### config.mk
export PLATFORM = sky130hd
export DESIGN_NAME = log_expand
export DESIGN_NICKNAME = d
export VERILOG_FILES = /design/src/rtl/log_expand.sv
export SDC_FILE = /design/constraint.sdc
export NUM_CORES = 1
export LEC_CHECK = 0
export BUFFER_PORTS_ARGS = -buffer_cell sky130_fd_sc_hd__buf_2
export CORE_ASPECT_RATIO = 0.7
export CORE_MARGIN = 4
export CORE_UTILIZATION = 59
export CTS_CLUSTER_SIZE = 20
export DETAILED_ROUTE_END_ITERATION = 8
export PLACE_DENSITY = 0.87
export SETUP_SLACK_MARGIN = 0.3
export SLEW_MARGIN = 20
export SYNTH_ARGS = -nofsm -noshare
export SYNTH_HDL_FRONTEND = slang
export SYNTH_SLANG_ARGS = --single-unit
### constraint.sdc
create_clock -name clk -period 7.9 [get_ports clk]
set_input_delay 1.58 -clock clk [delete_from_list [all_inputs] [get_ports clk]]
set_output_delay 1.58 -clock clk [all_outputs]
set_load 0.01 [all_outputs]
### src/rtl/log_expand.sv
// log_expand: streaming antilog. Converts 8-bit log2 codes {e[4:0], f[2:0]}
// into 32-bit linear estimates through a two-stage valid/ready pipeline.
// It also tags each beat with its bin index, counts frames and flags framing errors.
module log_expand #(
  parameter int unsigned NUM_BINS     = 512,
  parameter bit          ZERO_IS_ZERO = 1'b1,
  localparam int unsigned BIN_W       = $clog2(NUM_BINS)
) (
  input  logic             clk,
  input  logic             rst,
  input  logic [7:0]       log_in,
  input  logic             log_valid,
  input  logic             log_last,
  output logic             log_ready,
  output logic [31:0]      lin_out,
  output logic [BIN_W-1:0] lin_bin,
  output logic             lin_valid,
  output logic             lin_last,
  input  logic             lin_ready,
  output logic [15:0]      frame_count,
  output logic             frame_err,
  input  logic             clr_err
);

  localparam int unsigned FC_W     = 16;
  localparam int unsigned LIN_W    = 32;
  localparam logic [BIN_W-1:0] LAST_BIN = BIN_W'(NUM_BINS - 1);

  // Stage 1 registers
  logic             s1_valid_q, s1_valid_d;
  logic [4:0]       s1_e_q, s1_e_d;
  logic [2:0]       s1_f_q, s1_f_d;
  logic             s1_zero_q, s1_zero_d;
  logic [BIN_W-1:0] s1_bin_q, s1_bin_d;
  logic             s1_last_q, s1_last_d;

  // Stage 2 (output) registers
  logic             lin_valid_q, lin_valid_d;
  logic [LIN_W-1:0] lin_out_q, lin_out_d;
  logic [BIN_W-1:0] lin_bin_q, lin_bin_d;
  logic             lin_last_q, lin_last_d;

  // Input-side frame tracking
  logic [BIN_W-1:0] bin_q, bin_d;
  logic [FC_W-1:0]  frame_count_q, frame_count_d;
  logic             frame_err_q, frame_err_d;

  logic             ce_c;
  logic             accept_c;
  logic             bin_at_end_c;
  logic             err_set_c;
  logic [LIN_W-1:0] mant_c;
  logic [LIN_W-1:0] lin_c;

  assign ce_c         = !lin_valid_q || lin_ready;
  assign accept_c     = log_valid && ce_c;
  assign bin_at_end_c = (bin_q == LAST_BIN);

  assign log_ready   = ce_c;
  assign lin_out     = lin_out_q;
  assign lin_bin     = lin_bin_q;
  assign lin_valid   = lin_valid_q;
  assign lin_last    = lin_last_q;
  assign frame_count = frame_count_q;
  assign frame_err   = frame_err_q;

  // Antilog of the stage-1 code: place {1,f} at the top and shift down by 31-e
  always_comb begin
    mant_c = {1'b1, s1_f_q, 28'd0};
    lin_c  = mant_c >> (5'd31 - s1_e_q);
    if (ZERO_IS_ZERO && s1_zero_q) begin
      lin_c = '0;
    end
  end

  // Pipeline next state: both stages advance together on ce, otherwise hold
  always_comb begin
    s1_valid_d  = s1_valid_q;
    s1_e_d      = s1_e_q;
    s1_f_d      = s1_f_q;
    s1_zero_d   = s1_zero_q;
    s1_bin_d    = s1_bin_q;
    s1_last_d   = s1_last_q;
    lin_valid_d = lin_valid_q;
    lin_out_d   = lin_out_q;
    lin_bin_d   = lin_bin_q;
    lin_last_d  = lin_last_q;
    if (ce_c) begin
      s1_valid_d  = log_valid;
      s1_e_d      = log_in[7:3];
      s1_f_d      = log_in[2:0];
      s1_zero_d   = (log_in == 8'h00);
      s1_bin_d    = bin_q;
      s1_last_d   = log_last;
      lin_valid_d = s1_valid_q;
      lin_out_d   = lin_c;
      lin_bin_d   = s1_bin_q;
      lin_last_d  = s1_last_q;
    end
  end

  // Bin counter, frame counter and sticky error; error set wins over clear
  always_comb begin
    bin_d         = bin_q;
    frame_count_d = frame_count_q;
    err_set_c     = 1'b0;
    if (accept_c) begin
      if (log_last) begin
        bin_d         = '0;
        frame_count_d = frame_count_q + FC_W'(1);
        err_set_c     = !bin_at_end_c;
      end else if (bin_at_end_c) begin
        bin_d     = '0;
        err_set_c = 1'b1;
      end else begin
        bin_d = bin_q + BIN_W'(1);
      end
    end
    if (err_set_c) begin
      frame_err_d = 1'b1;
    end else if (clr_err) begin
      frame_err_d = 1'b0;
    end else begin
      frame_err_d = frame_err_q;
    end
  end

  // State registers with asynchronous reset
  always_ff @(posedge clk or posedge rst) begin
    if (rst) begin
      s1_valid_q    <= 1'b0;
      s1_e_q        <= '0;
      s1_f_q        <= '0;
      s1_zero_q     <= 1'b0;
      s1_bin_q      <= '0;
      s1_last_q     <= 1'b0;
      lin_valid_q   <= 1'b0;
      lin_out_q     <= '0;
      lin_bin_q     <= '0;
      lin_last_q    <= 1'b0;
      bin_q         <= '0;
      frame_count_q <= '0;
      frame_err_q   <= 1'b0;
    end else begin
      s1_valid_q    <= s1_valid_d;
      s1_e_q        <= s1_e_d;
      s1_f_q        <= s1_f_d;
      s1_zero_q     <= s1_zero_d;
      s1_bin_q      <= s1_bin_d;
      s1_last_q     <= s1_last_d;
      lin_valid_q   <= lin_valid_d;
      lin_out_q     <= lin_out_d;
      lin_bin_q     <= lin_bin_d;
      lin_last_q    <= lin_last_d;
      bin_q         <= bin_d;
      frame_count_q <= frame_count_d;
      frame_err_q   <= frame_err_d;
    end
  end

endmodule

==> impl_metrics.csv, run 1 <==
group,metric,value,unit
run_status,status,"finished, final reports clean",
floorplanning,ioPinCount,75,
setup_path,cp-start-kind,"input pin",
setup_path,crit_family,"buffers and inverters",
logic_synthesis,synth_edf_count,0,
cts,cts_resized,0,
final_layout,layout-drive-gt1-share,0.240,
cts,clockBufferDepth,2,
cts,insertion_delay,350,ps
setup_path,cp_max_fo,65,
power_and_ir_drop,power_density,247,nW/um^2
job,drv_cap,0,
logic_synthesis,ys_seq_elements,89,
final_layout,multi_input_area,1540,um^2
setup_path,crit_type,"input pin to primary output",
sta,clock_skew,7.95,ps
power_and_ir_drop,p_leak,0.00240,uW
setup_path,slowest_stage,"buf_4",
placed_design,place_area,4290,um^2
sta,slew_viol_final,0,
logic_synthesis,synth_area_leaders,"dfrtp_1 57%, nand2_1 11%, a22o_1 3.8%, xnor2_1 2.9%, o21ai_0 2.7%",
power_and_ir_drop,ir_worst_vdd,0.000141,V
logic_synthesis,yosys_most_used_dff,"dfrtp_1",
final_layout,num_antenna_cells,0,
sta,fmax,0.215,GHz
sta,setup_tns,0,ps
sta,fin_crit,4650,ps
placed_design,port_buffers,74,
setup_path,max_stage_delay,530,ps
sta,period_share,0.588,
final_layout,final_cell_area,4520,um^2
global_routing,grt_usage,0.222,
final_layout,final_nets,468,
logic_synthesis,yosys.area.top_type,"dfrtp_1",
global_routing,grt_pass1_vias,3009,
sta,setup_viol,0,
floorplanning,die_y,76.3,um
worst_hold_path,hp-class,"flop to flop",
setup_path,crit_chain,"buf_2, nor2b_4, buf_4, inv_2, buf_2",
routing,drc,0,
setup_path,worst_setup_path_end_kind,"primary output",
setup_path,crit_path_frequent_cell,"buf_2",
routing,wl_per_cell,15.5,um
logic_synthesis,async_flop_share,1.00,
routing,drtAntennaViolNets,0,
routing,dr.first_iter.drc_count,179,
final_layout,register_area,2230,um^2
floorplanning,core-area,6340,um^2
final_layout,area_delta_synth_final,15.2,%
cts,cts-root-buf,"clkbuf_8",
global_routing,grt_first_pass_wirelength,14.5,mm
placed_design,place.gp.congestion,0.829,
floorplanning,fp-row-count,24,
logic_synthesis,syn-cell-area,3930,um^2
logic_synthesis,synthCells,383,
sta,grt_setup_unrepaired,"no",
placed_design,dp_hpwl,5.81,mm
logic_synthesis,synth.avg_cell_area,10.3,um^2
sta,hold_viol,0,
setup_path,cp_num_buf_inv,4,
logic_synthesis,ys_seq_area_frac,0.567,
global_routing,overflow,0,
sta,slew_headroom,0.488,
floorplanning,start_util,0.620,
routing,via_per_inst,5.61,
cts,cts_setup_buffers,0,
setup_path,worstPathRequired,6320,ps
sta,tightest_slew,769,ps
cts,cts_made_buffers,9,
floorplanning,die_area,8040,um^2
global_routing,grt_max_degree,90,
logic_synthesis,yosysWarnings,0,
global_routing,antenna_found_initial,0,
logic_synthesis,synth_nets,400,
routing,drt-pass1-iter-count,4,
routing,wl,8.47,mm
setup_path,cp.arrival,3070,ps
cts,clkTransAtPathRegs,90,ps
logic_synthesis,synthDistinctLibCells,52,
floorplanning,die_width,106,um
cts,htree_levels,3,
cts,cts.sinks,89,
final_layout,fill_cells,478,
cts,hold_buffers,0,
routing,via_count,3064,
cts,cts_tree,"yes",
logic_synthesis,synth_top_area_share,0.567,
synthesized netlist by cell type (2+ instances only):
cell        n
a22o_1     17
a22oi_1     4
a31oi_1     2
and2b_1     2
and3_1      8
and4_1      2
buf_6       3
clkbuf_1   11
clkbuf_8    4
dfrtp_1    89
ha_1        3
inv_1       4
mux2i_1     4
nand2_1   115
nand2b_1    4
nand3_1    12
nand3b_1    2
nand4_1     8
nor2_1     11
nor2b_1     2
nor3_1      3
nor4_1      2
o21ai_0    21
o21ai_1     3
o31ai_1     4
or2_2       2
xnor2_1    13
xor2_1      4
per-layer routing:
metal | vias to the layer above | GRT usage | part of all wire
li1 | 1447 | - | -
met1 | 1520 | 0.300 | 0.44
met2 | 87 | 0.359 | 0.48
met3 | 10 | 0.0660 | 0.065
met4 | 0 | 0.0453 | 0.0092
met5 | - | 0 | 0
layout by cell type (no fill, tap or decap), types with 2 or more instances in the layout:
cell	n
clkbuf_8	9
mux2i_1	4
ha_1	3
o21ai_1	3
and2b_1	2
nand2b_1	4
bufinv_16	3
nor4_1	2
nand4_1	8
buf_2	74
o21ai_0	21
a22o_1	17
nand2_1	115
nor2b_1	2
and4_1	2
dfrtp_1	89
or2_2	2
nand3b_1	2
a22oi_1	4
xor2_1	4
xnor2_1	13
clkinv_2	3
nor2_1	11
and3_1	8
inv_1	3
nor3_1	3
o31ai_1	4
a31oi_1	2
nand3_1	12
kinds of logic (layout without fill, tap and decap cells):
family / count (synthesis) / after routing / share of synthesized area
and+or+nand+nor: 184 / 184 / 0.224
DFF: 89 / 89 / 0.567
AOI/OAI and AO/OA: 61 / 61 / 0.109
buffers and inverters: 24 / 96 / 0.0398
xor gates and xnor gates: 17 / 17 / 0.0379
muxes: 5 / 5 / 0.0131
adders and majority gates: 3 / 3 / 0.00956
worst paths after layout:
check,start,to,slack (ps),depth (start not counted)
setup reg to reg,lin_valid,bin_q[4],5550,6
hold / removal,s1_valid_q,lin_valid,460,1
min in group asynchronous,rst,frame_count[13],1440,3
hold reg to reg,s1_valid_q,lin_valid,460,1
setup / recovery,lin_ready,log_ready,3250,5
max in group asynchronous,rst,lin_bin[0],5960,3
where the power goes:
group | switching (uW) | total, uW | internal (uW)
clock | 154 | 361 | 207
sequential | 55.3 | 558 | 503
combinational | 120 | 199 | 78.8
total | 329 | 1120 | 789
flip-flops by register name, summed over array words and instances (netlist names):
| register | flops |
|---|---|
| lin_valid | 1 |
| frame_err | 1 |
| s1_f_q | 3 |
| s1_e_q | 5 |
| frame_count | 16 |
| s1_last_q | 1 |
| lin_bin | 9 |
| s1_valid_q | 1 |
| bin_q | 9 |
| s1_zero_q | 1 |
| lin_out | 32 |
| lin_last | 1 |
| s1_bin_q | 9 |
stage by stage:
stage	util	worst slack (ps)	hold WS, ps	total power (uW)	instances
after floorplan	-	4010	435	694	383
after global placement	0.677	3290	446	754	531
after detailed placement	0.677	3280	450	763	531
after CTS	0.713	3260	467	1120	546
after global routing	0.714	3140	478	1170	546
final	0.714	3250	458	1120	546
final cells by class:
type,count,share of cell area
clock buffers,9,0.0274
clock inverters,6,0.0238
multi-input cells,270,0.341
repair buffers,76,0.0860
inverters,5,0.00442
flip-flops and latches,89,0.492
well taps,91,0.0252
Power figures use the tool's default switching activity.
==> run 2: changes to the inputs <==
Settings changed: CORE_UTILIZATION 59 to 55, PLACE_DENSITY 0.87 to 0.82.
Clock period 7.9 ns to 4.7 ns, I/O delays scaled along.
==> impl_metrics.csv, run 2 (synthesized netlist as in run 1, its figures left out) <==
group,metric,value,unit
floorplanning,fp-row-count,25,
setup_path,crit_chain,"buf_2, nor2b_4, inv_2, buf_2",
global_routing,antenna_found_initial,0,
sta,slew_headroom,0.488,
floorplanning,die_y,78.7,um
setup_path,cp_max_fo,43,
routing,wl,8.00,mm
power_and_ir_drop,clkPwrFrac,0.313,
run_status,status,"finished, final reports clean",
sta,fmax,0.361,GHz
power_and_ir_drop,p_int,1280,uW
floorplanning,die_area,8580,um^2
setup_path,max_stage_delay,490,ps
power_and_ir_drop,sw_frac_of_total,0.306,
global_routing,overflow,0,
setup_path,worstPathRequired,3760,ps
floorplanning,core-area,6850,um^2
setup_path,slowest_stage,"inv_2",
cts,cts_setup_buffers,0,
worst_hold_path,hp-class,"flop to flop",
final_layout,fin_util,0.660,
final_layout,layout-drive-gt1-share,0.241,
floorplanning,die_width,109,um
routing,drt-pass1-iter-count,4,
placed_design,place_ws,1920,ps
power_and_ir_drop,power.switching,564,uW
setup_path,r2r_setup_slack,2610,ps
sta,fin_crit,2770,ps
job,drv_cap,0,
placed_design,place.gp.congestion,0.838,
sta,period_share,0.589,
cts,cts_tree,"yes",
setup_path,crit_path_frequent_cell,"buf_2",
routing,via_per_inst,5.45,
final_layout,final_common_cell,"nand2_1",
sta,clock_skew,18.2,ps
placed_design,dp_hpwl,5.58,mm
routing,dr.first_iter.drc_count,167,
placed_design,port_buffers,74,
cts,cts_made_buffers,9,
cts,htree_levels,3,
routing,via_count,2997,
cts,cts_resized,0,
final_layout,num_antenna_cells,0,
power_and_ir_drop,combinationalPowerShare,0.179,
sta,tightest_slew,768,ps
sta,slew_viol_final,0,
sta,hold_viol,0,
routing,drc,0,
cts,insertion_delay,360,ps
power_and_ir_drop,seq_power_share,0.507,
setup_path,worst_setup_path_end_kind,"primary output",
global_routing,grt_pass1_vias,2861,
sta,fin_ws,1930,ps
sta,setup_tns,0,ps
routing,wl_per_cell,14.6,um
floorplanning,start_util,0.573,
setup_path,crit_type,"input pin to primary output",
final_layout,final_nets,468,
global_routing,grt_max_degree,66,
cts,cts.sinks,89,
cts,cts-root-buf,"clkbuf_8",
sta,setup_viol,0,
cts,clkTransAtPathRegs,90,ps
setup_path,cp-start-kind,"input pin",
cts,clockBufferDepth,2,
final_layout,largest_register_ffs,32,
floorplanning,ioPinCount,75,
setup_path,cp.arrival,1830,ps
global_routing,grt_usage,0.202,
final_layout,area_delta_synth_final,15.1,%
global_routing,grt_first_pass_wirelength,13.7,mm
routing,drtAntennaViolNets,0,
sta,grt_setup_unrepaired,"no",
power_and_ir_drop,p_leak,0.00239,uW
cts,hold_buffers,0,
power_and_ir_drop,ir_worst_vdd,0.000247,V
final_layout,most-common-layout-cells,"115 x nand2_1, 89 x dfrtp_1, 74 x buf_2, 21 x o21ai_0, 17 x a22o_1",
power_and_ir_drop,power_density,408,nW/um^2
## run 2: changes by cell type in the layout (fill, tap and decap cells not counted)
cell	change
buf_6	-1
clkinv_2	-3
clkinv_4	+1
bufinv_16	-1
inv_6	+2
clkinvlp_4	+1
inv_4	+1
buf_4	+1
## run 2: layout make-up
type	instances	area, um^2
flip-flops and latches	89	2230
multi-input cells	270	1540
inverters	5	21.3
well taps	94	118
fillers	566	2330
clock inverters	7	101
repair buffers	76	385
clock buffers	9	124
## run 2: per-stage QoR
step | total power [uW] | hold WS [ps] | cells | instance area (um^2)
global route | 1950 | 488 | 550 | 4520
CTS | 1870 | 471 | 550 | 4520
finish | 1850 | 466 | 550 | 4520
global placement | 1270 | 446 | 534 | 4290
floorplan | 1170 | 435 | 383 | 3930
detailed placement | 1280 | 451 | 534 | 4290
## run 2: routing by layer
metal	track usage	vias up	share of wire
met5	0	-	0
met4	0.0567	0	0.0027
met3	0.0496	2	0.066
met2	0.325	100	0.48
met1	0.274	1448	0.45
li1	-	1447	-
## run 2: worst paths after layout
path	start	to	depth (start not counted)
min in group asynchronous	rst	lin_out[20]	2
setup reg to reg	bin_q[0]	bin_q[5]	9
hold / removal	s1_valid_q	lin_valid	1
hold reg to reg	s1_valid_q	lin_valid	1
setup / recovery	lin_ready	log_ready	4
max in group asynchronous	rst	bin_q[1]	3
## run 2: power by group through the flow
stage	logic, uW	clock network, uW	registers [uW]
after floorplan	216	0	950
after global placement	326	0	945
after detailed placement	335	0	948
after CTS	337	595	935
after global routing	372	628	952
final	331	579	937
## run 2: worst max-delay path: cells and delay by family
kind / cells / cell delay (ps)
buffers and inverters: 3 / 840
and+or+nand+nor: 1 / 40
==> run 3: changes to the inputs <==
Clock period 4.7 ns to 2.7 ns, I/O delays scaled along.
==> impl_metrics.csv, run 3 (synthesized netlist as in run 1, its figures left out) <==
group,metric,value,unit
sta,slew_headroom,0.625,
setup_path,cp_num_buf_inv,0,
routing,drt-pass1-iter-count,5,
setup_path,worstPathRequired,2940,ps
cts,clockBufferDepth,2,
global_routing,grt_max_degree,66,
cts,cts_tree,"yes",
final_layout,num_antenna_cells,0,
global_routing,grt_first_pass_wirelength,14.4,mm
sta,setup_tns,0,ps
global_routing,antenna_found_initial,0,
setup_path,cp_max_fo,6,
cts,cts-root-buf,"clkbuf_8",
final_layout,final_common_cell,"nand2_1",
sta,hold_viol,0,
cts,cts_made_buffers,9,
setup_path,crit_path_start,"bin_q[0]",
sta,fmax,0.470,GHz
sta,slew_viol_final,0,
final_layout,largest_register_ffs,32,
placed_design,port_buffers,74,
cts,insertion_delay,360,ps
setup_path,r2r_start,"bin_q[0]",
setup_path,crit_type,"flop to flop",
global_routing,overflow,0,
sta,clock_skew,6.40,ps
floorplanning,die_y,78.7,um
setup_path,cp.arrival,2370,ps
sta,setup_viol,0,
floorplanning,core-area,6850,um^2
setup_path,crit_family,"simple AND/OR/NAND/NOR gates",
cts,hold_buffers,0,
run_status,status,"finished, final reports clean",
setup_path,slowest_stage,"dfrtp_1",
final_layout,layout-drive-gt1-share,0.245,
worst_hold_path,hp-class,"input pin to async pin",
routing,wl_per_cell,15.3,um
sta,fin_crit,2130,ps
routing,drtAntennaViolNets,0,
final_layout,area_delta_synth_final,16.3,%
placed_design,place_ws,589,ps
cts,cts_resized,0,
floorplanning,ioPinCount,75,
routing,via_per_inst,5.46,
setup_path,worst_setup_path_end_kind,"flop",
power_and_ir_drop,ir_worst_vdd,0.000387,V
cts,clkTransAtPathRegs,90,ps
sta,period_share,0.787,
setup_path,max_stage_delay,440,ps
cts,cts_setup_buffers,0,
power_and_ir_drop,p_total,3300,uW
global_routing,grt_pass1_vias,2982,
job,drv_cap,0,
setup_path,crit_chain,"ha_1, and3_1, nand3_1, nor2_1, ha_1, or2_2, a31oi_1, o21ai_0, o31ai_1",
power_and_ir_drop,power_density,723,nW/um^2
cts,htree_levels,3,
sta,fin_ws,574,ps
routing,dr.first_iter.drc_count,141,
floorplanning,fp-row-count,25,
sta,tightest_slew,563,ps
final_layout,final_nets,470,
placed_design,dp_hpwl,6.08,mm
floorplanning,die_area,8580,um^2
routing,wl,8.45,mm
cts,cts.sinks,89,
routing,drc,0,
final_layout,most-common-layout-cells,"115 x nand2_1, 89 x dfrtp_1, 74 x buf_2, 21 x o21ai_0, 17 x a22o_1",
power_and_ir_drop,p_leak,0.00242,uW
floorplanning,start_util,0.573,
placed_design,place.gp.congestion,0.926,
setup_path,cp-start-kind,"flop",
sta,grt_setup_unrepaired,"no",
floorplanning,die_width,109,um
routing,via_count,3013,
global_routing,grt_usage,0.213,
setup_path,crit_path_frequent_cell,"ha_1",
## run 3: cell count changes in the layout (fill, tap and decap cells not counted)
cell        previous run  this run
clkinv_2               0         2
bufinv_16              2         3
buf_4                  2         3
buf_12                 0         1
inv_6                  2         1
clkinvlp_4             2         1
inv_4                  1         0
## run 3: worst paths after layout
check / to / slack (ps) / cells past startpoint
setup reg to reg: bin_q[5] / 570 / 9
min in group clk: frame_err / 380 / 2
max in group asynchronous: lin_out[26] / 1790 / 3
hold / removal: lin_out[25] / 220 / 2
setup / recovery: bin_q[5] / 570 / 9
hold reg to reg: frame_count[15] / 460 / 1
## run 3: area by class of cell
| cell class | count | area [um^2] |
|---|---|---|
| fill | 583 | 2290 |
| clock inverter | 7 | 118 |
| multi-input combinational | 270 | 1540 |
| sequential | 89 | 2230 |
| clock buffer | 9 | 124 |
| tap | 94 | 118 |
| inverter | 5 | 22.5 |
| timing repair buffer | 78 | 413 |
## run 3: through the flow
| step | utilization | area (um^2) | std cells | hold slack [ps] |
|---|---|---|---|---|
| 2_1_floorplan | - | 3930 | 383 | 435 |
| 4_1_cts | 0.666 | 4560 | 552 | 223 |
| 5_1_grt | 0.666 | 4560 | 552 | 242 |
| 3_3_place_gp | 0.631 | 4320 | 536 | 448 |
| 3_5_place_dp | 0.631 | 4320 | 536 | 450 |
| 6_report | 0.666 | 4560 | 552 | 225 |
## run 3: layer usage
layer,GRT usage,routed length [um]
met5,0,0
met4,0.0454,58
met3,0.0601,463
met2,0.344,4090
met1,0.291,3840
## run 3: power by group
| part | switching (uW) | internal, uW | leakage [uW] |
|---|---|---|---|
| sequential | 158 | 1470 | 0.00119 |
| clock | 465 | 616 | 0.000124 |
| combinational | 354 | 238 | 0.00110 |
| total | 977 | 2320 | 0.00242 |
## run 3: worst register-to-register path: stages (launching register included)
cell and delay [ps]:
dfrtp_1 440, ha_1 240, and3_1 220, nand3_1 130, nor2_1 60, ha_1 210
or2_2 340, a31oi_1 160, o21ai_0 100, o31ai_1 110
